[config.mk]
export PLATFORM = sky130hd
export DESIGN_NAME = alu_md_flat
export DESIGN_NICKNAME = d
export VERILOG_FILES = /design/src/rtl/alu_md_if.sv /design/src/rtl/alu_md.sv /design/src/flat_wrapper.sv
export SDC_FILE = /design/constraint.sdc
export NUM_CORES = 2
export LEC_CHECK = 0
export ABC_CLOCK_PERIOD_IN_PS = 17600
export CAP_MARGIN = 20
export CORE_MARGIN = 8
export CORE_UTILIZATION = 40
export CTS_BUF_LIST = sky130_fd_sc_hd__clkbuf_16
export CTS_CLUSTER_SIZE = 40
export DETAILED_ROUTE_END_ITERATION = 8
export PLACE_DENSITY_LB_ADDON = 0.05
export SKIP_CTS_REPAIR_TIMING = 1
export SYNTH_ARGS = -nofsm -noshare
export SYNTH_HDL_FRONTEND = slang
export SYNTH_SLANG_ARGS = --single-unit
[constraint.sdc]
create_clock -name clk -period 17.6 [get_ports clk]
set_clock_uncertainty 0.1 [all_clocks]
set_input_delay 3.52 -clock clk [delete_from_list [all_inputs] [get_ports clk]]
set_output_delay 3.52 -clock clk [all_outputs]
set_load 0.005 [all_outputs]
[src/rtl/alu_md_if.sv]
// Execute-stage bus for alu_md: ALU operands/results and the multiply/divide
// request/status with the architectural HI/LO registers.
interface alu_md_if #(
  parameter int unsigned WIDTH = 32
);
  logic [WIDTH-1:0] S1;
  logic [WIDTH-1:0] S2;
  logic [3:0]       ALUControl;
  logic [WIDTH-1:0] ALUResult;
  logic             Zero;
  logic             Overflow;
  logic             start;
  logic [2:0]       MDOp;
  logic             busy;
  logic [WIDTH-1:0] HI;
  logic [WIDTH-1:0] LO;

  modport master (
    output S1, S2, ALUControl, start, MDOp,
    input  ALUResult, Zero, Overflow, busy, HI, LO
  );

  modport slave (
    input  S1, S2, ALUControl, start, MDOp,
    output ALUResult, Zero, Overflow, busy, HI, LO
  );
endinterface

[src/rtl/alu_md.sv]
// EX-stage unit: combinational ALU plus a multi-cycle multiply / restoring
// divide engine that owns HI/LO.
module alu_md #(
  parameter int unsigned WIDTH   = 32,
  parameter int unsigned MUL_LAT = 5
) (
  input  logic     clk,
  input  logic     reset,
  alu_md_if.slave  bus
);
  localparam int unsigned DIV_LAT = WIDTH;
  localparam int unsigned HW      = WIDTH / 2;
  localparam int unsigned SW      = $clog2(WIDTH);
  localparam int unsigned MAXLAT  = (MUL_LAT > DIV_LAT) ? MUL_LAT : DIV_LAT;
  localparam int unsigned CW      = $clog2(MAXLAT + 1);

  typedef enum logic [1:0] {IDLE, MUL, DIV} state_t;

  logic [WIDTH-1:0] a, b, sum, dif, res;
  logic [SW-1:0]    shamt;
  logic             ovf;

  assign a     = bus.S1;
  assign b     = bus.S2;
  assign sum   = a + b;
  assign dif   = a - b;
  assign shamt = a[SW-1:0];

  // ALU result and signed overflow
  always_comb begin
    res = '0;
    ovf = 1'b0;
    case (bus.ALUControl)
      4'd0:  res = a | b;
      4'd1:  res = {b[HW-1:0], {HW{1'b0}}};
      4'd2:  begin
        res = sum;
        ovf = (a[WIDTH-1] == b[WIDTH-1]) && (sum[WIDTH-1] != a[WIDTH-1]);
      end
      4'd3:  begin
        res = dif;
        ovf = (a[WIDTH-1] != b[WIDTH-1]) && (dif[WIDTH-1] != a[WIDTH-1]);
      end
      4'd4:  res = a & b;
      4'd5:  res = a ^ b;
      4'd6:  res = ~(a | b);
      4'd7:  res = WIDTH'($signed(a) < $signed(b));
      4'd8:  res = WIDTH'(a < b);
      4'd9:  res = b << shamt;
      4'd10: res = b >> shamt;
      4'd11: res = WIDTH'($signed(b) >>> shamt);
      default: res = '0;
    endcase
  end

  assign bus.ALUResult = res;
  assign bus.Zero      = (a == b);
  assign bus.Overflow  = ovf;

  state_t           state;
  logic [CW-1:0]    cnt;
  logic             busy_q, sgn, neg_q, neg_r;
  logic [WIDTH-1:0] hi_q, lo_q, op_a, op_b, quo, rem;

  // Full-width product of the captured operands, sign-extended for MULT
  logic [2*WIDTH-1:0] pa, pb, prod;
  assign pa   = sgn ? {{WIDTH{op_a[WIDTH-1]}}, op_a} : {{WIDTH{1'b0}}, op_a};
  assign pb   = sgn ? {{WIDTH{op_b[WIDTH-1]}}, op_b} : {{WIDTH{1'b0}}, op_b};
  assign prod = pa * pb;

  // One restoring-division step on magnitudes; op_b holds |divisor|
  logic [WIDTH:0]   rsh, rdiff;
  logic [WIDTH-1:0] quo_nx, rem_nx, q_fix, r_fix;
  assign rsh    = {rem, quo[WIDTH-1]};
  assign rdiff  = rsh - {1'b0, op_b};
  assign quo_nx = {quo[WIDTH-2:0], ~rdiff[WIDTH]};
  assign rem_nx = rdiff[WIDTH] ? rsh[WIDTH-1:0] : rdiff[WIDTH-1:0];
  assign q_fix  = neg_q ? -quo_nx : quo_nx;
  assign r_fix  = neg_r ? -rem_nx : rem_nx;

  logic             a_neg, b_neg, done, accept;
  logic [WIDTH-1:0] mag_a, mag_b;
  assign a_neg  = (bus.MDOp == 3'd2) && a[WIDTH-1];
  assign b_neg  = (bus.MDOp == 3'd2) && b[WIDTH-1];
  assign mag_a  = a_neg ? -a : a;
  assign mag_b  = b_neg ? -b : b;
  assign done   = (state != IDLE) && (cnt == '0);
  assign accept = bus.start && ((state == IDLE) || done);

  // Completion is handled first so a start on the same edge can reload
  always_ff @(posedge clk or negedge reset) begin
    if (!reset) begin
      state  <= IDLE;
      cnt    <= '0;
      busy_q <= 1'b0;
      hi_q   <= '0;
      lo_q   <= '0;
      op_a   <= '0;
      op_b   <= '0;
      quo    <= '0;
      rem    <= '0;
      sgn    <= 1'b0;
      neg_q  <= 1'b0;
      neg_r  <= 1'b0;
    end else begin
      case (state)
        MUL: begin
          if (cnt == '0) begin
            state        <= IDLE;
            busy_q       <= 1'b0;
            {hi_q, lo_q} <= prod;
          end else begin
            cnt <= cnt - 1'b1;
          end
        end
        DIV: begin
          if (cnt == '0) begin
            state  <= IDLE;
            busy_q <= 1'b0;
            if (op_b == '0) begin
              lo_q <= '1;
              hi_q <= op_a;
            end else begin
              lo_q <= q_fix;
              hi_q <= r_fix;
            end
          end else begin
            cnt <= cnt - 1'b1;
            quo <= quo_nx;
            rem <= rem_nx;
          end
        end
        default: ;
      endcase

      if (accept) begin
        case (bus.MDOp)
          3'd0, 3'd1: begin
            state  <= MUL;
            busy_q <= 1'b1;
            cnt    <= CW'(MUL_LAT - 1);
            op_a   <= a;
            op_b   <= b;
            sgn    <= ~bus.MDOp[0];
          end
          3'd2, 3'd3: begin
            state  <= DIV;
            busy_q <= 1'b1;
            cnt    <= CW'(DIV_LAT - 1);
            op_a   <= a;
            op_b   <= mag_b;
            quo    <= mag_a;
            rem    <= '0;
            neg_q  <= a_neg ^ b_neg;
            neg_r  <= a_neg;
          end
          3'd4:    hi_q <= a;
          3'd5:    lo_q <= a;
          default: ;
        endcase
      end
    end
  end

  assign bus.busy = busy_q;
  assign bus.HI   = hi_q;
  assign bus.LO   = lo_q;
endmodule

[src/flat_wrapper.sv]
// flat-port wrapper written by rule: the top's interface ports become plain ports
module alu_md_flat 
#(
  parameter int unsigned WIDTH   = 32,
  parameter int unsigned MUL_LAT = 5
)
  (clk, reset, bus_S1, bus_S2, bus_ALUControl, bus_start, bus_MDOp, bus_ALUResult, bus_Zero, bus_Overflow, bus_busy, bus_HI, bus_LO);
  alu_md_if #(.WIDTH(WIDTH)) bus_i ();
  input  logic clk;
  input  logic reset;
  input wire logic [$bits(bus_i.S1)-1:0] bus_S1;
  input wire logic [$bits(bus_i.S2)-1:0] bus_S2;
  input wire logic [$bits(bus_i.ALUControl)-1:0] bus_ALUControl;
  input wire logic [$bits(bus_i.start)-1:0] bus_start;
  input wire logic [$bits(bus_i.MDOp)-1:0] bus_MDOp;
  output wire logic [$bits(bus_i.ALUResult)-1:0] bus_ALUResult;
  output wire logic [$bits(bus_i.Zero)-1:0] bus_Zero;
  output wire logic [$bits(bus_i.Overflow)-1:0] bus_Overflow;
  output wire logic [$bits(bus_i.busy)-1:0] bus_busy;
  output wire logic [$bits(bus_i.HI)-1:0] bus_HI;
  output wire logic [$bits(bus_i.LO)-1:0] bus_LO;
  assign bus_i.S1 = bus_S1;
  assign bus_i.S2 = bus_S2;
  assign bus_i.ALUControl = bus_ALUControl;
  assign bus_i.start = bus_start;
  assign bus_i.MDOp = bus_MDOp;
  assign bus_ALUResult = bus_i.ALUResult;
  assign bus_Zero = bus_i.Zero;
  assign bus_Overflow = bus_i.Overflow;
  assign bus_busy = bus_i.busy;
  assign bus_HI = bus_i.HI;
  assign bus_LO = bus_i.LO;
  alu_md #(.WIDTH(WIDTH), .MUL_LAT(MUL_LAT)) u_core (.clk(clk), .reset(reset), .bus(bus_i));
endmodule
# == Word-level counts from Yosys, hierarchy flattened ==
# Cells that the tools add are included.
# totals
ff_bits,204
ram_bits,0
mem_bits_ro,0
word_cells,120
out_inout_bits,99
input_bits,74
memories,0
latch_bits,0
# classes
n_mul,1
n_bitwise,7
magnitude_cmp,2
eq_ne,23
n_shift,3
n_div,0
n_reduce_logical,22
n_mux,42
n_addsub,8
# op_table
cell,n
$mux 32,23
$pmux 32 s12,1
$pmux 32 s2,3
$mux 64,2
$neg 32->32,4
$lt 32x32->1,2
$mul 64x64->64,1
$sub 33x32->33,1
$add 32x32->32,1
$and 32x32->32,1
$eq 32x32->1,1
$logic_not 32->1,1
$not 32->32,1
$or 32x32->32,1
$shl 32x5->32,1
$shr 32x5->32,1
$sshr 32x5->32,1
$sub 32x32->32,1
$xor 32x32->32,1
$mux 6,3
$eq 4x3->1 const B,4
$eq 4x4->1 const B,4
$pmux 6 s2,1
$eq 4x2->1 const B,2
25 further kinds,46

# == Longest topological paths before layout ==
# logic_depth
depth_word,9
mapped_depth,37
ltp_nobuf,34

# == Worst setup path after synthesis ==
# OpenSTA, ideal clock, no wires.
# synth_timing
path_kind,input to output
from,input bus_S1[2]
to,output bus_ALUResult[30]
path_buffers,3
slack_ns,6.626
cell_stages,17
required_time_ns,13.980
arrival_time_ns,7.354
cell_sequence,inv_1 clkbuf_1 clkbuf_1 buf_1 ha_1 o21bai_1 a21oi_1 o21ai_0 a311oi_1 a2111oi_0 o31ai_1 a21oi_1 a221o_1 a2bb2oi_1 mux2_2 nand3_1 o311ai_0
# synth_between
elab_chain_len,2
word_cells_on_any_way,6
cone_classes,2 x add/sub; 3 x shift; 1 x mux
# synth_rtl
element,line,source
from (decl),flat_wrapper.sv:11,input wire logic [$bits(bus_i.S1)-1:0] bus_S1;
"$sub 32x32->32, or another cell as far along",alu_md.sv:26,assign dif = a - b;
$pmux 32 s12 (*),alu_md.sv:33,case (bus.ALUControl)
to (decl),flat_wrapper.sv:16,output wire logic [$bits(bus_i.ALUResult)-1:0] bus_ALUResult;
# Every way passes the cells marked *; elsewhere a longest branch is shown, timed or not.

# == Final worst setup path ==
# layout_timing
from,input bus_S1[2]
to,output bus_ALUResult[0]
# layout_between
elab_chain_len,2
word_cells_on_any_way,6
cone_classes,2 x order compare; 3 x shift; 1 x mux
# layout_rtl
element,line,source
"$lt 32x32->1, or another cell as far along",alu_md.sv:48,4'd8: res = WIDTH'(a < b);
$pmux 32 s12 (*),alu_md.sv:33,
# Marks and branches as above.

==> flow_summary_export.csv <==
group,metric,value,unit
cts,cts_max_level,1,
detailed_routing,vias,59100,
synth,yosysSeqAreaShare,7.23,%
placed_design,place_congestion,0.966,
timing,relSlewSlack,18.1,%
synth,ys_ff_latch,204,
detailed_routing,wl_per_cell,28.9,µm
cts,cts-root-buf,"clkbuf_16",
timing,max_freq,70.4,MHz
global_routing,gr-total-overflow,0,
global_routing,grt_pass1_vias,62100,
detailed_routing,wl,304000,µm
placed_design,portBuffers,172,
synth,synthFlopType,"dfrtp_1",
cts,cts_tree,"done",
global_routing,grt_use_total,31.5,%
layout,mostFrequentLayoutCells,"inv_1, fa_1, nand2_1, and2_1, ha_1",
die,rows,154,
cts,cts_buffers,26,
timing,rsz0062_at_grt,"no",
run,drv_cap,0,
timing,drv_slew,0,
synth,synth_top_family_by_area,"adder cells",
synth,syn_area,70600,µm²
die,dieHeight,436,µm
die,die_w,436,µm
detailed_routing,dr.pass1.iters,6,
hold_path,hold_class,"flop to flop",
timing,fin_crit,14.20,ns
worst_setup_path,end_kind,"primary output",
detailed_routing,drc_errors,0,
synth,synth-edff-count,0,
detailed_routing,first_iter_violations,5442,
synth,synthMuxAreaShare,2.14,%
timing,tightest_slew,1.21,ns
die,start_util,40.2,%
timing,finalSetupViolations,0,
timing,finalCritPeriodShare,80.7,%
layout,drive_above_1_share,3.79,%
layout,final_nets,10100,
timing,tns,0,ns
placed_design,hpwl,245000,µm
layout,synthToLayoutAreaGrowth,7.10,%
layout,fin_util,43.0,%
synth,synthXorXnorAreaFrac,3.40,%
die,io_pins,173,
synth,synth_adder_area_share,48.2,%
detailed_routing,vias_per_cell,5.61,
worst_setup_path,cp.arrival,10.58,ns
detailed_routing,drt-met1-wl,134000,µm
detailed_routing,ant_nets,0,
cts,clock_latency,0.57,ns
layout,fillCellCount,17900,
cts,clkSinkCount,204,
detailed_routing,maxUsedRoutingLayer,"met5",
pwr,power.density,18.7,nW/µm²
worst_setup_path,critPathLaunchType,"input port",
synth,async_flop_share,100,%
pwr,p_leak,0.0376,µW
synth,syn-instance-count,8276,
global_routing,antenna_found_initial,28,
pwr,peakVddDrop,77.2,µV
detailed_routing,dr_wl_met2,133000,µm
timing,hold_violations,0,
cts,clk_pin_slew,0.05,ns
global_routing,grt_max_degree,77,
worst_setup_path,crit_fanout,42,
global_routing,grt_pass1_wl,444000,µm
synth,avgSynthCellArea,8.53,µm²
layout,layout_commonest_cell,"inv_1",
die,dieArea,190000,µm²
status,status,"complete, no violations",
synth,synth_compound_area_share,11.8,%
pwr,fin_total_pwr,1410,µW
synth,yosys_warnings,0,
cts,clk_path_buf_depth,3,
detailed_routing,wl_met3,20800,µm
die,core,176000,µm²
worst_setup_path,path_class,"input port to primary output",
synth,synth_nets,10200,
worst_setup_path,worstPathRequired,13.98,ns
synth,synth-simple-area-share,15.5,%
synth,synth.distinct_cells,84,
[cells in the mapped netlist (13+ instances only)]
master / instances / area (µm²)
a221o_1: 14 / 140
xor2_1: 48 / 420
o21ai_0: 427 / 2140
o221ai_1: 14 / 123
nand2b_1: 37 / 231
o31ai_1: 44 / 330
inv_1: 1682 / 6310
and2_1: 598 / 3740
a211o_1: 14 / 123
a21oi_1: 301 / 1510
nor2b_1: 19 / 119
nor4_1: 42 / 263
nand4_1: 29 / 181
mux2i_1: 109 / 1090
a21o_1: 76 / 571
xnor2_1: 226 / 1980
o21bai_1: 22 / 165
o22ai_1: 17 / 106
a211oi_1: 69 / 518
ha_1: 444 / 5560
a31oi_1: 82 / 513
o211ai_1: 45 / 338
a22oi_1: 14 / 105
fa_1: 1422 / 28500
nor2_1: 377 / 1420
buf_1: 31 / 116
a31o_2: 13 / 114
clkbuf_1: 446 / 1670
o2111ai_1: 17 / 149
or3_1: 43 / 269
a221oi_1: 27 / 236
dfrtp_1: 204 / 5100
nor3_1: 88 / 440
and3_1: 33 / 206
o21a_1: 23 / 173
nand3_1: 88 / 440
o41ai_1: 13 / 114
nand2_1: 884 / 3320
[cell type report]
| class | instances | area (µm²) | area share (%) |
|---|---|---|---|
| flip-flops and latches | 204 | 5120 | 6.77 |
| diodes | 10 | 25.0 | 0.0331 |
| inverters | 1688 | 6340 | 8.38 |
| clock inverters | 20 | 105 | 0.139 |
| multi-input cells | 5892 | 57400 | 75.9 |
| well taps | 2340 | 2930 | 3.87 |
| clock buffers | 27 | 676 | 0.893 |
| repair buffers | 350 | 3060 | 4.05 |
[state kept, by name, indices dropped and copies added, names as in the netlist, 2 cells and up]
register,count
u_core.rem,32
u_core.quo,32
u_core.op_a,32
u_core.bus.HI,32
u_core.op_b,32
u_core.state,2
u_core.cnt,6
u_core.bus.LO,32
[cell families after synthesis]
| family | after synthesis |
|---|---|
| simple gates | 2284 |
| flops | 204 |
| compound gates | 1330 |
| buf+inv | 2180 |
| mux | 134 |
| fa+ha+maj | 1870 |
| xor+xnor | 274 |
[worst paths after layout]
check / start / end / slack [ns] / depth (start not counted)
worst max-delay path: bus_S1[2] / bus_ALUResult[0] / 3.40 / 17
worst min-delay path: u_core.op_b[18] / u_core.op_b[18] / 0.39 / 2
worst max register to register: u_core.op_a[3] / u_core.bus.HI[21] / 6.67 / 28
worst min register to register: u_core.op_b[18] / u_core.op_b[18] / 0.39 / 2
max in group asynchronous: reset / u_core.op_b[1] / 13.20 / 2
min in group asynchronous: reset / u_core.bus.LO[26] / 2.80 / 1
[power breakdown]
part	leakage, µW	switching, µW	internal (µW)
sequential	0.00264	0	469
clock	0.000406	229	288
combinational	0.0345	295	132
[critical path, cell delays in order]
cell	delay (ns)
clkdlybuf4s50_1	0.45
buf_4	0.42
inv_2	0.40
ha_1	0.53
o21bai_1	0.09
a21oi_1	0.31
o21ai_0	0.23
a311oi_1	0.49
a2111oi_0	0.18
dlymetal6s2s_1	0.23
o31ai_1	0.57
a21oi_1	0.26
a221o_1	0.40
a2bb2oi_1	0.49
a21oi_1	0.22
o41ai_1	1.00
clkdlybuf4s50_1	0.72
[metrics by stage]
stage / setup WS, ns / cells / instance area, µm² / hold WS [ns]
after global routing: 3.24 / 10500 / 75600 / 0.412
after global placement: 3.68 / 10500 / 74800 / 0.363
after floorplan: 6.63 / 8276 / 70600 / 0.371
after detailed placement: 3.72 / 10500 / 74800 / 0.372
after CTS: 3.65 / 10500 / 75600 / 0.385
final: 3.40 / 10500 / 75600 / 0.386
[layer usage]
metal / GRT usage, % / vias up
met3: 4.91 / 478
met5: 0 / -
li1: - / 25500
met4: 13.0 / 4
met1: 44.2 / 30700
met2: 48.7 / 2345
(Power assumes the default switching activity.)
